==> src/rtl/imm_gen_pipe.sv <==
// Pipelined RV32I/RV64I immediate generator behind a valid/ready handshake.
// Holds two entries (output register plus skid) and a saturating delivered-immediate counter.
module imm_gen_pipe #(
  parameter int XLEN  = 32,
  parameter int CNT_W = 16
) (
  input  logic             clk,
  input  logic             rst_n,
  input  logic             in_valid,
  output logic             in_ready,
  input  logic [31:0]      in_instr,
  input  logic [2:0]       in_imm_src,
  output logic             out_valid,
  input  logic             out_ready,
  output logic [XLEN-1:0]  out_imm,
  output logic             out_fmt_err,
  input  logic             clr_cnt,
  output logic [CNT_W-1:0] imm_cnt
);

  typedef enum logic [2:0] {
    FMT_I     = 3'b000,
    FMT_S     = 3'b001,
    FMT_B     = 3'b010,
    FMT_U     = 3'b011,
    FMT_J     = 3'b100,
    FMT_SHAMT = 3'b101
  } fmt_e;

  logic [XLEN-1:0] ext_imm;
  logic            ext_err;

  logic            skid_empty;
  logic [XLEN-1:0] skid_imm;
  logic            skid_err;

  logic accept;
  logic drain;

  // Size casts of $signed operands sign-extend to XLEN.
  always_comb begin
    ext_imm = '0;
    ext_err = 1'b0;
    case (in_imm_src)
      FMT_I:  ext_imm = XLEN'($signed(in_instr[31:20]));
      FMT_S:  ext_imm = XLEN'($signed({in_instr[31:25], in_instr[11:7]}));
      FMT_B:  ext_imm = XLEN'($signed({in_instr[31], in_instr[7], in_instr[30:25],
                                       in_instr[11:8], 1'b0}));
      FMT_U:  ext_imm = XLEN'($signed({in_instr[31:12], 12'b0}));
      FMT_J:  ext_imm = XLEN'($signed({in_instr[31], in_instr[19:12], in_instr[20],
                                       in_instr[30:21], 1'b0}));
      FMT_SHAMT: begin
        if (XLEN == 64) ext_imm = XLEN'(in_instr[25:20]);
        else            ext_imm = XLEN'(in_instr[24:20]);
      end
      default: ext_err = 1'b1;
    endcase
  end

  assign in_ready = skid_empty;
  assign accept   = in_valid & skid_empty;
  assign drain    = out_valid & out_ready;

  // The output register refills whenever it is empty or draining, preferring the older skid entry.
  always_ff @(posedge clk or negedge rst_n) begin
    if (!rst_n) begin
      out_valid   <= 1'b0;
      out_imm     <= '0;
      out_fmt_err <= 1'b0;
      skid_empty  <= 1'b1;
      skid_imm    <= '0;
      skid_err    <= 1'b0;
    end else if (!out_valid || drain) begin
      if (!skid_empty) begin
        out_valid   <= 1'b1;
        out_imm     <= skid_imm;
        out_fmt_err <= skid_err;
        skid_empty  <= 1'b1;
      end else if (accept) begin
        out_valid   <= 1'b1;
        out_imm     <= ext_imm;
        out_fmt_err <= ext_err;
      end else begin
        out_valid   <= 1'b0;
      end
    end else if (accept) begin
      skid_empty <= 1'b0;
      skid_imm   <= ext_imm;
      skid_err   <= ext_err;
    end
  end

  always_ff @(posedge clk or negedge rst_n) begin
    if (!rst_n) begin
      imm_cnt <= '0;
    end else if (clr_cnt) begin
      imm_cnt <= '0;
    end else if (drain && (imm_cnt != {CNT_W{1'b1}})) begin
      imm_cnt <= imm_cnt + CNT_W'(1);
    end
  end

endmodule
==> config.mk <==
export PLATFORM = sky130hd
export DESIGN_NAME = imm_gen_pipe
export DESIGN_NICKNAME = d
export VERILOG_FILES = /design/src/rtl/imm_gen_pipe.sv
export SDC_FILE = /design/constraint.sdc
export NUM_CORES = 1
export LEC_CHECK = 0
export ABC_AREA = 1
export CAP_MARGIN = 40
export CORE_MARGIN = 8
export CORE_UTILIZATION = 55
export DETAILED_ROUTE_END_ITERATION = 8
export PLACE_DENSITY = 0.88
export SYNTH_ARGS = -nofsm -noshare
export SYNTH_HDL_FRONTEND = slang
export SYNTH_SLANG_ARGS = --single-unit
==> constraint.sdc <==
create_clock -name clk -period 4.28 [get_ports clk]
set_clock_uncertainty 0.2 [all_clocks]
set_input_delay 0.856 -clock clk [delete_from_list [all_inputs] [get_ports clk]]
set_output_delay 0.856 -clock clk [all_outputs]
set_load 0.02 [all_outputs]
==> results of run 1 <==
==> Yosys cell counts (3+ instances only) <==
master,count
nand2_1,191
dfrtp_1,83
nor2_1,49
a21oi_1,43
o21ai_0,39
inv_1,36
nand3_1,36
nand4_1,15
buf_2,11
a31oi_1,8
clkbuf_1,8
xor2_1,5
o211ai_1,4
inv_2,3
nor2_2,3
o21bai_1,3
==> report_power, final <==
group,leakage (nW),internal [mW],switching (mW)
Clock,0.109,0.342,0.282
Sequential,1.06,0.948,0.0881
Combinational,1.35,0.257,0.354
Total,2.52,1.55,0.724
==> cells in the final DEF (no fill, tap or decap), types with 2 or more instances in the layout <==
| cell type | synthesis | routed |
|---|---|---|
| nand4_1 | 15 | 15 |
| inv_1 | 36 | 36 |
| clkbuf_8 | 0 | 10 |
| buf_4 | 2 | 3 |
| nand3_1 | 36 | 36 |
| nor2_1 | 49 | 49 |
| o21bai_1 | 3 | 3 |
| bufinv_16 | 0 | 2 |
| xor2_1 | 5 | 5 |
| dfrtp_1 | 83 | 83 |
| o21ai_1 | 2 | 2 |
| inv_2 | 3 | 3 |
| o211ai_1 | 4 | 4 |
| o21ai_0 | 39 | 39 |
| a21oi_1 | 43 | 43 |
| nor2_2 | 3 | 3 |
| clkdlybuf4s50_1 | 0 | 82 |
| a31oi_1 | 8 | 8 |
| nand2_1 | 191 | 191 |
==> stage by stage <==
stage | std cells | area, um^2
after global routing | 734 | 5320
after global placement | 718 | 5080
after CTS | 734 | 5320
final | 734 | 5320
after floorplan | 554 | 4210
after detailed placement | 719 | 5110
==> layer usage <==
metal | part of all wire | global-route usage
met4 | 0.020 | 0.0812
met5 | 0 | 0
met1 | 0.42 | 0.285
met2 | 0.48 | 0.375
met3 | 0.077 | 0.0596
==> flip-flops by register name, summed over array words and instances (netlist names) <==
register and flops:
imm_cnt 16, in_ready 1, out_fmt_err 1, out_imm 32, out_valid 1, skid_err 1
skid_imm 32
==> cells by family (layout without fill, tap and decap cells) <==
group	count (synthesis)	in the layout	share of synthesized area
compound gates	100	100	0.126
buf+inv	64	142	0.0639
simple gates	300	300	0.297
flops	84	84	0.500
xor+xnor	5	5	0.0104
fa+ha+maj	1	1	0.00297
==> path summary, 6_finish.rpt <==
check,cells after the start,endpoint,slack (ns)
worst min-delay path,1,out_imm[16],0.25
max in group asynchronous,2,in_ready,2.99
worst max-delay path,8,out_imm[26],1.02
worst min register to register,2,out_imm[20],0.29
worst max register to register,5,skid_imm[31],1.38
min in group clk,2,out_imm[20],0.29
==> layout make-up <==
| class | count | area share |
|---|---|---|
| Sequential cell | 84 | 0.395 |
| Tap cell | 102 | 0.0240 |
| Clock inverter | 4 | 0.0139 |
| Multi-Input combinational cell | 406 | 0.345 |
| Timing Repair Buffer | 87 | 0.167 |
| Clock buffer | 11 | 0.0266 |
| Inverter | 40 | 0.0282 |
==> reports/qor.txt, run 1 <==
port buffer count -> 83
Layout fillers -> 568
crit-path max cell delay -> 0.57 ns
status -> completed
initial drt markers -> 246
WP data required -> 4.31 ns
Tcrit/Tclk final -> 0.762
Hold WS -> 0.246 ns
Util after Layout -> 0.704
clock root buffer -> clkbuf_8
PwrDens -> 427 mW/mm^2
top post-synthesis cells by area -> dfrtp_1 (49%), nand2_1 (17%), a21oi_1 (5.1%)
Syn Inst Count -> 554
crit path kind -> in -> reg
clock slew at reported path FFs -> 0.08 ns
cell mode on critical path -> nand2_1
Cell variety after synth -> 30
slowest cell on the critical path -> clkdlybuf4s50_1
Yosys top cell area share -> 0.493
via/cell ratio -> 5.55
HP Class -> in -> async
Post-CTS Resized -> 0
# IOs -> 91
footprint of the multi-input gates -> 0.00184 mm^2
DRC Markers -> 0
Pwr Total -> 2.27 mW
drt pass-1 iters -> 5
Fin Setup TNS -> 0 ns
mean area per synthesized cell -> 7.60 um^2
first-pass GRT wire length -> 19200 um
critical path's top delay family -> simple AND/OR/NAND/NOR gates
vias in the first global route -> 4084
Nets -> 669
Detailed Place HPWL -> 7990 um
CTS tree -> built
post-DR wirelength/cell -> 15.5 um
total CTS buffers -> 9
Critical Path End Type -> register
syn nets -> 595
mapped cell area -> 0.00421 mm^2
Worst Slack Setup Final -> 1.02 ns
ys async rst share -> 1.00
measured slew at the worst slew-check pin -> 0.784 ns
clock sinks -> 84
static leakage -> 2.52 nW
post-route ant nets -> 0
CP Max Fanout -> 15
pin count of the biggest net entering global routing -> 53
Worst-Skew Late Latency -> 0.35 ns
EDFF count, synth -> 0
pre-CTS setup slack -> 0.750 ns
Critical Path AT -> 3.29 ns
number of synthesized register bits -> 84
Starting Density -> 0.556
die width -> 103 um
Setup Viol. Count Final -> 0
post-CTS setup repair buffer count -> 0
peak supply drop -> 0.247 mV
Slew headroom -> 0.475
Clock Tree Buf Depth -> 2
RSZ-0062 raised after global routing -> no
nature of the critical path startpoint -> primary input
die height -> 103 um
Post-CTS Hold Buffers -> 0
Ant. Diodes -> 0
Register Area -> 0.00210 mm^2
layout cell share with drive strength beyond 1 -> 0.0491
highest clock rate -> 307 MHz
register area share after synthesis -> 0.500
Slew Viols, Final -> 0
H-tree depth reported by CTS -> 3
Yosys top cell by area -> dfrtp_1
Yosys Warn Count -> 0
main flop type after synthesis -> dfrtp_1
vias post-DR -> 4075
Tmin final -> 3.26 ns
Tot GR Track Use -> 0.229
antenna violations before repair -> 0
Buf/Inv on CP -> 2
worst-path cell chain -> clkdlybuf4s50_1 -> inv_1 -> nand2_1 -> nand2_1 -> nand2_1 -> o21ai_0 -> o21ai_0 -> nand2_1
Placer Congestion -> 0.869
row count -> 32
Area growth syn-to-layout -> 26.5%
start of the worst register-to-register path -> in_ready
Core Region -> 0.00757 mm^2
Die ar. -> 0.0107 mm^2
overflow left after global routing -> 0
drt total wl -> 11400 um
max_cap viols -> 0
final hold vios -> 0
Worst Setup SP -> in_imm_src[2]
Note: power is estimated with default switching activity, not from simulation.
==> run 2, diff against run 1 <==
--- a/config.mk
+++ b/config.mk
@@ -8,9 +8,9 @@
 export ABC_AREA = 1
 export CAP_MARGIN = 40
 export CORE_MARGIN = 8
-export CORE_UTILIZATION = 55
+export CORE_UTILIZATION = 46
 export DETAILED_ROUTE_END_ITERATION = 8
-export PLACE_DENSITY = 0.88
+export PLACE_DENSITY = 0.78
 export SYNTH_ARGS = -nofsm -noshare
 export SYNTH_HDL_FRONTEND = slang
 export SYNTH_SLANG_ARGS = --single-unit
==> constraint.sdc (replaced) <==
create_clock -name clk -period 2.7 [get_ports clk]
set_clock_uncertainty 0.2 [all_clocks]
set_input_delay 0.54 -clock clk [delete_from_list [all_inputs] [get_ports clk]]
set_output_delay 0.54 -clock clk [all_outputs]
set_load 0.02 [all_outputs]
==> run 2 against run 1 <==
  * Worst setup slack got worse by 0.60 ns
  * Largest cell class unchanged
  * Global-route usage fell by 4.1 points
  * Register-to-register slack worse by 0.82 ns
  * Power is 56% higher
==> reports/qor.txt, run 2 (synthesized netlist as in run 1, its figures left out) <==
WP data required -> 1.96 ns
port buffer count -> 83
Clock Tree Buf Depth -> 2
GR Layer Usage met3 -> 0.0460
GRT busiest layer -> met2
highest clock rate -> 438 MHz
clock root buffer -> clkbuf_8
Worst Slack Setup Final -> 0.418 ns
peak supply drop -> 0.390 mV
Worst-Skew Late Latency -> 0.34 ns
Die ar. -> 0.0125 mm^2
# IOs -> 91
DRC Markers -> 0
vias in the first global route -> 3962
worst reg-to-reg setup slack -> 0.56 ns
Area growth syn-to-layout -> 29.0%
clock slew at reported path FFs -> 0.08 ns
Setup Viol. Count Final -> 0
Layout fillers -> 796
Reg2Reg Depth -> 9
Starting Density -> 0.464
pin count of the biggest net entering global routing -> 66
Detailed Place HPWL -> 8400 um
leading cell type in the layout, fill and taps excluded -> nand2_1
layout cell share with drive strength beyond 1 -> 0.0680
drt pass-1 iters -> 5
initial drt markers -> 230
antenna violations before repair -> 0
vias post-DR -> 4086
crit-path max cell delay -> 0.62 ns
clock sinks -> 84
CP Max Fanout -> 4
pre-CTS setup slack -> 0.225 ns
worst-path cell chain -> clkdlybuf4s50_1
most frequent cells in the layout -> nand2_1 (191), dfrtp_1 (83), clkdlybuf4s50_1 (82)
M1 GR Usage -> 0.230
PwrDens -> 653 mW/mm^2
overflow left after global routing -> 0
slowest cell on the critical path -> clkdlybuf4s50_1
Critical Path AT -> 1.54 ns
top flop regs -> out_imm (32), skid_imm (32), imm_cnt (16)
Slew Viols, Final -> 0
CTS tree -> built
first-pass GRT wire length -> 19100 um
final hold vios -> 0
critical path's top delay family -> buffers and inverters
post-DR wirelength/cell -> 14.9 um
total CTS buffers -> 9
critical path depth in cells -> 1
nature of the critical path startpoint -> register
Tcrit/Tclk final -> 0.845
crit path kind -> reg -> out
die width -> 112 um
static leakage -> 2.58 nW
RSZ-0062 raised after global routing -> no
max_cap viols -> 0
Tmin final -> 2.28 ns
die height -> 112 um
H-tree depth reported by CTS -> 3
Core Region -> 0.00906 mm^2
row count -> 35
drt total wl -> 11300 um
Slew headroom -> 0.510
Worst Hold Path Cells -> 2
GRT met2 Usage -> 0.311
Buf/Inv on CP -> 1
Nets -> 683
Placer Congestion -> 0.934
Ant. Diodes -> 0
measured slew at the worst slew-check pin -> 0.735 ns
Tot GR Track Use -> 0.188
Critical Path End Type -> output pin
via/cell ratio -> 5.39
post-CTS setup repair buffer count -> 0
Fin Setup TNS -> 0 ns
post-route ant nets -> 0
status -> completed
HP Class -> reg -> reg
## run 2: cell types whose count changed in the layout (fill, tap and decap cells not counted)
cell           previous run  this run
buf_4                     3        16
clkinvlp_4                0         2
bufinv_16                 2         1
clkbuf_1                  1         2
clkbuf_8                 10        11
clkinv_2                  1         0
clkinv_4                  1         0
dlygate4sd3_1             0         1
## run 2: final timing paths
check,startpoint,to
max,in_ready,in_ready
min,out_fmt_err,out_fmt_err
max reg2reg,imm_cnt[0],imm_cnt[7]
min reg2reg,out_fmt_err,out_fmt_err
max in group asynchronous,rst_n,imm_cnt[1]
min in group asynchronous,rst_n,skid_imm[15]
## run 2: layout make-up
| type | count | area (um^2) | share of cell area |
|---|---|---|---|
| clock inverter | 3 | 45.0 | 0.00829 |
| timing repair buffer | 101 | 998 | 0.184 |
| sequential | 84 | 2100 | 0.387 |
| multi-input combinational | 406 | 1840 | 0.338 |
| tap | 111 | 139 | 0.0256 |
| inverter | 40 | 150 | 0.0276 |
| clock buffer | 13 | 159 | 0.0293 |
## run 2: metrics by stage
stage	util	hold slack, ns	instance area, um^2	power [mW]	instances
after global placement	0.573	0.256	5190	2.61	740
after global routing	0.599	0.305	5430	3.74	758
after detailed placement	0.576	0.166	5220	2.65	741
after floorplan	-	0.0444	4210	2.17	554
after CTS	0.599	0.286	5430	3.58	758
final	0.599	0.285	5430	3.55	758
## run 2: power breakdown
part | switching [mW] | total, mW | internal, mW | leakage, nW
sequential | 0.127 | 1.63 | 1.50 | 1.06
clock | 0.444 | 0.924 | 0.480 | 0.0959
combinational | 0.568 | 0.994 | 0.427 | 1.42
## run 2: timing repair
item | 4_1_cts | 5_1_grt
gates resized for setup | 0 | 0
hold endpoints to repair | 12 | 0
hold buffers | 1 | 0
setup endpoints to repair | 0 | 0
## run 2: per-layer routing
metal / vias up / share of wire
met5: - / 0
met4: 0 / 0.023
met1: 1920 / 0.43
li1: 1977 / -
met2: 166 / 0.47
met3: 23 / 0.074
